File: src/rtl/adc_channel_monitor.sv
// adc_channel_monitor
// Per-channel health and statistics monitor for the LTC2387 ADC array.
// It keeps a saturating count of missing-DCO events and of test-pattern
// mismatches for each channel. It also tracks the signed min/max of each
// channel over a window of 2**WIN_LOG2 sample strobes.
// At the end of each window the results are latched into snapshot registers
// and win_strobe pulses for one cycle.
// Optional feature macro: ADC_MON_ALARM_EN adds the alarm_lo/alarm_hi inputs
// and a sticky per-channel range alarm. When the macro is undefined, alarm is
// tied to 0.
module adc_channel_monitor #(
  parameter int NUM_ADC  = 16,
  parameter int DATA_W   = 18,
  parameter int CNT_W    = 16,
  parameter int WIN_LOG2 = 10
) (
  input  logic                            clk,
  input  logic                            rst,
  input  logic                            reset_counters,
  input  logic                            adc_valid,
  input  logic [NUM_ADC-1:0]              adc_ch_valid,
  input  logic [NUM_ADC-1:0][DATA_W-1:0]  adc_data,
  input  logic                            testpat_en,
  input  logic [DATA_W-1:0]               testpat_value,
`ifdef ADC_MON_ALARM_EN
  input  logic signed [DATA_W-1:0]        alarm_lo,
  input  logic signed [DATA_W-1:0]        alarm_hi,
`endif
  output logic [NUM_ADC-1:0][CNT_W-1:0]   bad_dco_counter,
  output logic [NUM_ADC-1:0][CNT_W-1:0]   bad_data_counter,
  output logic [NUM_ADC-1:0][DATA_W-1:0]  win_min,
  output logic [NUM_ADC-1:0][DATA_W-1:0]  win_max,
  output logic [NUM_ADC-1:0]              win_empty,
  output logic                            win_strobe,
  output logic [NUM_ADC-1:0]              alarm
);

  localparam logic [WIN_LOG2-1:0] SCNT_MAX = {WIN_LOG2{1'b1}};
  localparam logic [CNT_W-1:0]    CNT_MAX  = {CNT_W{1'b1}};

  // State registers
  logic                            tp_q, tp_d;
  logic [WIN_LOG2-1:0]             scnt_q, scnt_d;
  logic [NUM_ADC-1:0]              seen_q, seen_d;
  logic [NUM_ADC-1:0][DATA_W-1:0]  run_min_q, run_min_d;
  logic [NUM_ADC-1:0][DATA_W-1:0]  run_max_q, run_max_d;
  logic [NUM_ADC-1:0][CNT_W-1:0]   dco_cnt_q, dco_cnt_d;
  logic [NUM_ADC-1:0][CNT_W-1:0]   dat_cnt_q, dat_cnt_d;
  logic [NUM_ADC-1:0][DATA_W-1:0]  win_min_q, win_min_d;
  logic [NUM_ADC-1:0][DATA_W-1:0]  win_max_q, win_max_d;
  logic [NUM_ADC-1:0]              win_empty_q, win_empty_d;
  logic                            win_strobe_q, win_strobe_d;
  logic [NUM_ADC-1:0]              alarm_q, alarm_d;

  // Combinational helpers
  logic                            tp_edge;
  logic                            stat_en;
  logic                            win_close;
  logic [NUM_ADC-1:0]              samp_ok;
  logic [NUM_ADC-1:0]              seen_m;
  logic [NUM_ADC-1:0][DATA_W-1:0]  min_m;
  logic [NUM_ADC-1:0][DATA_W-1:0]  max_m;
  logic [NUM_ADC-1:0]              out_of_range;

  // Qualify samples and merge the current sample into each channel's running min/max.
  always_comb begin
    tp_edge   = (testpat_en != tp_q);
    stat_en   = adc_valid && !testpat_en && !tp_edge && !reset_counters;
    win_close = stat_en && (scnt_q == SCNT_MAX);
    samp_ok   = '0;
    seen_m    = '0;
    min_m     = '0;
    max_m     = '0;
    for (int n = 0; n < NUM_ADC; n++) begin
      samp_ok[n] = stat_en && adc_ch_valid[n];
      seen_m[n]  = seen_q[n] || samp_ok[n];
      if (samp_ok[n] && !seen_q[n]) begin
        min_m[n] = adc_data[n];
        max_m[n] = adc_data[n];
      end else if (samp_ok[n]) begin
        if ($signed(adc_data[n]) < $signed(run_min_q[n])) begin
          min_m[n] = adc_data[n];
        end else begin
          min_m[n] = run_min_q[n];
        end
        if ($signed(adc_data[n]) > $signed(run_max_q[n])) begin
          max_m[n] = adc_data[n];
        end else begin
          max_m[n] = run_max_q[n];
        end
      end else begin
        min_m[n] = run_min_q[n];
        max_m[n] = run_max_q[n];
      end
    end
  end

`ifdef ADC_MON_ALARM_EN
  // Range comparators used by the sticky alarm.
  always_comb begin
    out_of_range = '0;
    for (int n = 0; n < NUM_ADC; n++) begin
      out_of_range[n] = ($signed(adc_data[n]) < alarm_lo) ||
                        ($signed(adc_data[n]) > alarm_hi);
    end
  end
`else
  assign out_of_range = '0;
`endif

  // Next-state logic for the error counters, the window trackers, the snapshots and the alarm.
  always_comb begin
    tp_d         = testpat_en;
    scnt_d       = scnt_q;
    seen_d       = seen_q;
    run_min_d    = run_min_q;
    run_max_d    = run_max_q;
    dco_cnt_d    = dco_cnt_q;
    dat_cnt_d    = dat_cnt_q;
    win_min_d    = win_min_q;
    win_max_d    = win_max_q;
    win_empty_d  = win_empty_q;
    win_strobe_d = win_close;
    alarm_d      = alarm_q;

    if (reset_counters) begin
      // The stored test-pattern flag is cleared too, so a still-asserted
      // testpat_en is treated as a fresh edge on the next cycle.
      tp_d      = 1'b0;
      scnt_d    = '0;
      seen_d    = '0;
      run_min_d = '0;
      run_max_d = '0;
      dco_cnt_d = '0;
      dat_cnt_d = '0;
      alarm_d   = '0;
    end else begin
      // Error counters saturate at all-ones and never wrap.
      for (int n = 0; n < NUM_ADC; n++) begin
        if (adc_valid && !adc_ch_valid[n] && (dco_cnt_q[n] != CNT_MAX)) begin
          dco_cnt_d[n] = dco_cnt_q[n] + CNT_W'(1);
        end else begin
          dco_cnt_d[n] = dco_cnt_q[n];
        end
        if (adc_valid && adc_ch_valid[n] && testpat_en &&
            (adc_data[n] != testpat_value) && (dat_cnt_q[n] != CNT_MAX)) begin
          dat_cnt_d[n] = dat_cnt_q[n] + CNT_W'(1);
        end else begin
          dat_cnt_d[n] = dat_cnt_q[n];
        end
      end
      alarm_d = alarm_q | (samp_ok & out_of_range);

      if (tp_edge) begin
        // A mode change restarts the window with no strobe.
        scnt_d    = '0;
        seen_d    = '0;
        run_min_d = '0;
        run_max_d = '0;
      end else if (win_close) begin
        scnt_d    = '0;
        seen_d    = '0;
        run_min_d = '0;
        run_max_d = '0;
        for (int n = 0; n < NUM_ADC; n++) begin
          if (seen_m[n]) begin
            win_min_d[n] = min_m[n];
            win_max_d[n] = max_m[n];
          end else begin
            win_min_d[n] = '0;
            win_max_d[n] = '0;
          end
        end
        win_empty_d = ~seen_m;
      end else if (stat_en) begin
        scnt_d    = scnt_q + WIN_LOG2'(1);
        seen_d    = seen_m;
        run_min_d = min_m;
        run_max_d = max_m;
      end else begin
        scnt_d = scnt_q;
      end
    end
  end

  // State update with synchronous active-high reset.
  always_ff @(posedge clk) begin
    if (rst) begin
      tp_q         <= 1'b0;
      scnt_q       <= '0;
      seen_q       <= '0;
      run_min_q    <= '0;
      run_max_q    <= '0;
      dco_cnt_q    <= '0;
      dat_cnt_q    <= '0;
      win_min_q    <= '0;
      win_max_q    <= '0;
      win_empty_q  <= '0;
      win_strobe_q <= 1'b0;
      alarm_q      <= '0;
    end else begin
      tp_q         <= tp_d;
      scnt_q       <= scnt_d;
      seen_q       <= seen_d;
      run_min_q    <= run_min_d;
      run_max_q    <= run_max_d;
      dco_cnt_q    <= dco_cnt_d;
      dat_cnt_q    <= dat_cnt_d;
      win_min_q    <= win_min_d;
      win_max_q    <= win_max_d;
      win_empty_q  <= win_empty_d;
      win_strobe_q <= win_strobe_d;
      alarm_q      <= alarm_d;
    end
  end

  assign bad_dco_counter  = dco_cnt_q;
  assign bad_data_counter = dat_cnt_q;
  assign win_min          = win_min_q;
  assign win_max          = win_max_q;
  assign win_empty        = win_empty_q;
  assign win_strobe       = win_strobe_q;
`ifdef ADC_MON_ALARM_EN
  assign alarm            = alarm_q;
`else
  assign alarm            = '0;
`endif

endmodule

File: config.mk
export PLATFORM = sky130hd
export DESIGN_NAME = adc_channel_monitor
export DESIGN_NICKNAME = d
export VERILOG_FILES = /design/src/rtl/adc_channel_monitor.sv
export SDC_FILE = /design/constraint.sdc
export NUM_CORES = 2
export LEC_CHECK = 0
export BUFFER_PORTS_ARGS = -buffer_cell sky130_fd_sc_hd__buf_4
export CAP_MARGIN = 20
export CORE_AREA = 2 2 564 566
export DETAILED_ROUTE_END_ITERATION = 8
export DIE_AREA = 0 0 566 568
export PLACE_DENSITY_LB_ADDON = 0.12
export SYNTH_ARGS = -nofsm -noshare
export SYNTH_HDL_FRONTEND = slang
export SYNTH_SLANG_ARGS = --single-unit
File: constraint.sdc
create_clock -name clk -period 3.71 [get_ports clk]
set_input_delay 0.1855 -clock clk [delete_from_list [all_inputs] [get_ports clk]]
set_output_delay 0.1855 -clock clk [all_outputs]
set_load 0.02 [all_outputs]
# After elaboration in Yosys (flattened, before gate mapping)
# Index checks and enable logic that the tools add are counted.
[word_totals] reg_bits=1708 in_bits=327 word_cells=533
[classes] n_addsub=33 order_cmp=32 n_eq_ne=50 mux=128 bitwise_logic=3 reduce_logical=186
[ops] op="$mux W18" count=128
[ops] op="$add A16 B1 Y16 const B" count=32
[ops] op="$ne A16 B16 Y1 const B" count=32
[ops] op="$gt A18 B18 Y1" count=16
[ops] op="$lt A18 B18 Y1" count=16
[ops] op="$ne A18 B18 Y1" count=16
[ops] op="$logic_and A1 B1 Y1" count=132
[ops] op="$logic_not A1 Y1" count=35
[ops] op="$logic_or A1 B1 Y1" count=16
[ops] op="$not A16 Y16" count=1
[ops] op="$add A10 B1 Y10 const B" count=1
[ops] op="$eq A10 B10 Y1 const B" count=1
[ops] op="$reduce_or A4 Y1" count=1
[ops] op="$reduce_and A3 Y1" count=1
[ops] op="$not A1 Y1" count=2
[ops] op="$reduce_or A2 Y1" count=1
[ops] op="$ne A1 B1 Y1" count=1

# Depth between registers and ports, before layout
[logic_depth] ltp_word=8 mapped_depth=12 depth_no_buf=9

# Worst setup path after synthesis
# Ideal clock, no wire load.
[synth_path] path_kind="register to register" start="register run_max_q[256] in the netlist's numbering" end="register run_max_q[259] in the netlist's numbering" setup_ns=0.072 arrival_ns=2.572 required_ns=3.638 setup_slack_ns=1.067 stages_incl_launch_ff=12 n_path_buf=2 period_less_slack_ns=2.643 path_cell_list="dfxtp_1 -> inv_1 -> ha_1 -> a21oi_1 -> nand2_1 -> a211o_1 -> a211oi_1 -> mux2i_1 -> buf_2 -> nor2_2 -> buf_2 -> mux2i_1"
[synth_via] elab_chain_cells=4
[synth_rtl] element="from (decl)" line_no="46" rtl="logic [NUM_ADC-1:0][DATA_W-1:0] run_max_q, run_max_d;"
[synth_rtl] element="from (signal assigned)" line_no="206" rtl="run_max_q <= run_max_d;"
[synth_rtl] element="$gt A18 B18 Y1" line_no="86" rtl="if ($signed(adc_data[n]) > $signed(run_max_q[n])) begin"
[synth_rtl] element="$mux W18" line_no="86"
[synth_rtl] element="$mux W18" line_no="80" rtl="end else if (samp_ok[n]) begin"
[synth_rtl] element="$mux W18" line_no="77" rtl="if (samp_ok[n] && !seen_q[n]) begin"
# No other way between the ends.
# A chain may end at the register's enable or synchronous reset.

# Worst setup path in the final report
[layout_path] start="register tp_q" end="register run_min_q[71] in the netlist's numbering"
[layout_via] elab_chain_cells=7 elab_cells_between_ends=10
[layout_rtl] element="from (decl)" line_no="42" rtl="logic tp_q, tp_d;"
[layout_rtl] element="from (signal assigned)" line_no="202" rtl="tp_q <= tp_d;"
[layout_rtl] element="$ne A1 B1 Y1 (*)" line_no="67" rtl="tp_edge = (testpat_en != tp_q);"
[layout_rtl] element="$logic_not A1 Y1" line_no="68" rtl="stat_en = adc_valid && !testpat_en && !tp_edge && !reset_counters;"
[layout_rtl] element="$logic_and A1 B1 Y1 (2 in a row)" line_no="68"
[layout_rtl] element="$logic_and A1 B1 Y1" line_no="75" rtl="samp_ok[n] = stat_en && adc_ch_valid[n];"
[layout_rtl] element="$mux W18 or $logic_and A1 B1 Y1 (tied branches)" line_no="80, 77"
[layout_rtl] element="$mux W18" line_no="77"
[layout_rtl] element="to (signal assigned)" line_no="205" rtl="run_min_q <= run_min_d;"
[layout_rtl] element="to (decl)" line_no="45" rtl="logic [NUM_ADC-1:0][DATA_W-1:0] run_min_q, run_min_d;"
# Every way passes the cells marked *; elsewhere a longest branch is shown, timed or not.

==> impl_metrics.py <==
metrics = {
    "critical_path": {
        "start_kind": "register",
        "worstPathArrival_ps": 4270,
        "setup.worst_path.end_class": "register",
        "required_ps": 4500,
        "worst-setup-path-type": "register to register",
        "path_max_fanout": 72,
    },
    "clocking": {
        "cts_setup_buffers": 0,
        "numCtsBuffers": 212,
        "clockBufferDepth": 4,
        "cts.clk_slew.worst_paths_ps": 60,
        "cts_resized": 0,
        "insertion_delay_ps": 890,
        "clockRootBuffer": "clkbuf_16",
        "cts_tree": "built",
        "clock-sinks": 1708,
        "cts_htree_levels": 4,
    },
    "floorplan": {
        "initial_core_util_pct": 27.5,
        "core_area_mm2": 0.316,
        "die_h_um": 568,
        "die_w_um": 566,
        "rows": 207,
        "dieArea_mm2": 0.321,
        "pin_count": 1448,
    },
    "synthesis": {
        "synth_edf_count": 0,
        "yosysTopAreaCellShare_pct": 39.3,
        "synthTopCellsByArea": "dfxtp_1 39%, ha_1 8.5%, nand3_1 5.6%",
        "synth-seq-area-share_pct": 39.3,
        "synth-seq-cells": 1708,
        "syn_avg_cell_area_um2": 8.40,
        "synth_cell_types": 94,
        "synth_top_area_cell": "dfxtp_1",
        "synth-main-ff-cell": "dfxtp_1",
        "synth.cell_area_mm2": 0.0870,
        "synthCells": 10356,
        "synthArstFlopShare_pct": 0,
        "yosysWarnings": 0,
    },
    "global_routing": {
        "grt_usage_pct": 24.7,
        "grt-ovfl-total": 0,
        "grt_max_degree": 148,
        "grt_pass1_wl_um": 591000,
        "antenna_found_initial": 75,
        "first_global_vias": 80488,
    },
    "sta": {
        "finalCritPeriodShare_pct": 93.9,
        "fin_worst_skew_ps": 61.7,
        "setup_ws_ps": 227,
        "grt_setup_unrepaired": "false",
        "slew-limit-headroom_pct": 18.9,
        "drv_slew": 0,
        "setup_viol": 0,
        "layout_min_cycle_time_ps": 3480,
        "tns_ps": 0,
        "clock.fmax_mhz": 287,
        "worst_pin_slew_ps": 1210,
        "hold_viol_final": 0,
    },
    "power": {
        "powerDensity_mw_per_mm2": 382,
        "p_leak_nw": 44.1,
        "irDropWorstVdd_uv": 344,
    },
    "final_layout": {
        "finish.instance_area_mm2": 0.113,
        "drive_gt1_share_pct": 17.3,
        "final_nets": 12888,
        "areaGrowthSynthToFinish_pct": 30.2,
        "stdcell_count": 16349,
    },
    "route": {
        "dr.pass1.iters": 5,
        "drt_wl_total_um": 415000,
        "vias": 84183,
        "drc": 0,
        "wl_per_cell_um": 25.4,
        "via_per_inst": 5.15,
        "drtIter0Drc": 6337,
        "antenna_left": 0,
    },
    "place": {
        "io_buffers": 1431,
        "place_inst": 15622,
        "dp_hpwl_um": 310000,
        "post-place-ws_ps": 193,
        "place_area_mm2": 0.103,
        "place_congestion": 0.876,
    },
    "hold_path": {
        "hold_path.class": "primary input to register",
    },
    "status": {
        "outcome": "completed",
    },
    "job": {
        "cap_violations": 0,
    },
}
## power by group
part / internal [mW] / switching (mW) / leakage, nW
Sequential: 18.4 / 0.0451 / 13.8
Clock: 12.1 / 8.83 / 3.36
Combinational: 1.36 / 2.54 / 27.0
## registers in the layout (all words and copies together) (netlist names)
signal / flops
win_strobe: 1
run_min_q: 288
win_min: 288
bad_data_counter: 256
run_max_q: 288
bad_dco_counter: 256
tp_q: 1
win_max: 288
scnt_q: 10
seen_q: 16
win_empty: 16
## metal layers
metal	part of all wire [%]	wire length [µm]	vias up	GRT usage, %
met5	0.040	166	-	0
met4	4.8	19800	26	11.0
met3	7.2	29900	682	5.94
met2	46	190000	2634	40.2
met1	42	175000	40920	30.9
li1	-	-	39921	-
## cell usage after synthesis, drive strengths merged (263+ instances only)
| cell | instances |
|---|---|
| nand2 | 1185 |
| xor2 | 293 |
| inv | 817 |
| ha | 593 |
| dfxtp | 1708 |
| o21ai | 434 |
| o31ai | 374 |
| nor2 | 644 |
| nand4 | 263 |
| a21oi | 289 |
| nand3 | 975 |
| xnor2 | 385 |
| clkbuf | 402 |
## final timing paths
kind	startpoint	end	slack, ps	depth (start not counted)
max	tp_q$_SDFF_PP0_	run_min_q[71]$_SDFFE_PP0P_	230	10
min	adc_data[270]	win_min[270]$_SDFFE_PP0P_	130	3
max reg2reg	tp_q$_SDFF_PP0_	run_min_q[71]$_SDFFE_PP0P_	230	10
min reg2reg	win_empty[1]$_SDFFE_PP0P_	win_empty[1]$_SDFFE_PP0P_	450	2
## layout make-up
type                    instances  area, µm²
fillers                     32614     203000
multi-input cells            7260      47600
flip-flops and latches       1708      34200
repair buffers               1969      16200
clock buffers                 321       6250
well taps                    4180       5230
inverters                     817       3070
clock inverters                51        574
diodes                         43        108
## kinds of logic (layout without fill, tap and decap cells)
kind of cell / count (synthesis) / in the layout / synth area share, %
xor gates and xnor gates: 678 / 678 / 6.83
AOI/OAI and AO/OA: 2060 / 2060 / 16.5
DFF: 1708 / 1708 / 39.3
other: 1 / 59 / 0.00431
muxes: 169 / 169 / 1.94
adders and majority gates: 593 / 593 / 8.53
and+or+nand+nor: 3744 / 3744 / 20.5
buffers and inverters: 1403 / 3158 / 6.40
## through the flow
step	util, %	hold slack (ps)	total power [mW]
global placement	32.6	442	22.4
finish	35.8	127	43.2
CTS	35.8	33.4	43.8
floorplan	-	295	20.6
detailed placement	32.6	446	22.4
global route	35.8	97.1	44.8
## cells in the final DEF (no fill, tap or decap), drive strengths merged, types with 77 or more instances in the layout
cell / Yosys / layout
nand3: 975 / 975
dfxtp: 1708 / 1708
nand2: 1185 / 1185
a21oi: 289 / 289
mux2i: 169 / 169
or3: 77 / 77
o31ai: 374 / 374
inv: 817 / 822
a22oi: 164 / 164
clkbuf: 402 / 321
nor2: 644 / 644
a21o: 171 / 171
nand4: 263 / 263
ha: 593 / 593
o211ai: 160 / 160
nor3: 144 / 144
xor2: 293 / 293
xnor2: 385 / 385
dlygate4sd3: 0 / 311
o221ai: 96 / 96
buf: 184 / 1658
and3: 146 / 146
o21ai: 434 / 434
## critical path, stage by stage, from the launching register on
cell and delay, ps:
dfxtp_1 340, nor4b_4 680, nand3_2 330, nor2_4 220
nor2_4 90, buf_12 170, buf_12 230, nand3_1 120
dlygate4sd3_1 550, o31ai_1 60, dlygate4sd3_1 550
## what timing repair did
action,4_1_cts,5_1_grt
hold buffers,311,0
endpoints found under the hold margin,1275,0
setup endpoints to repair,0,0
Power figures use the tool's default switching activity.
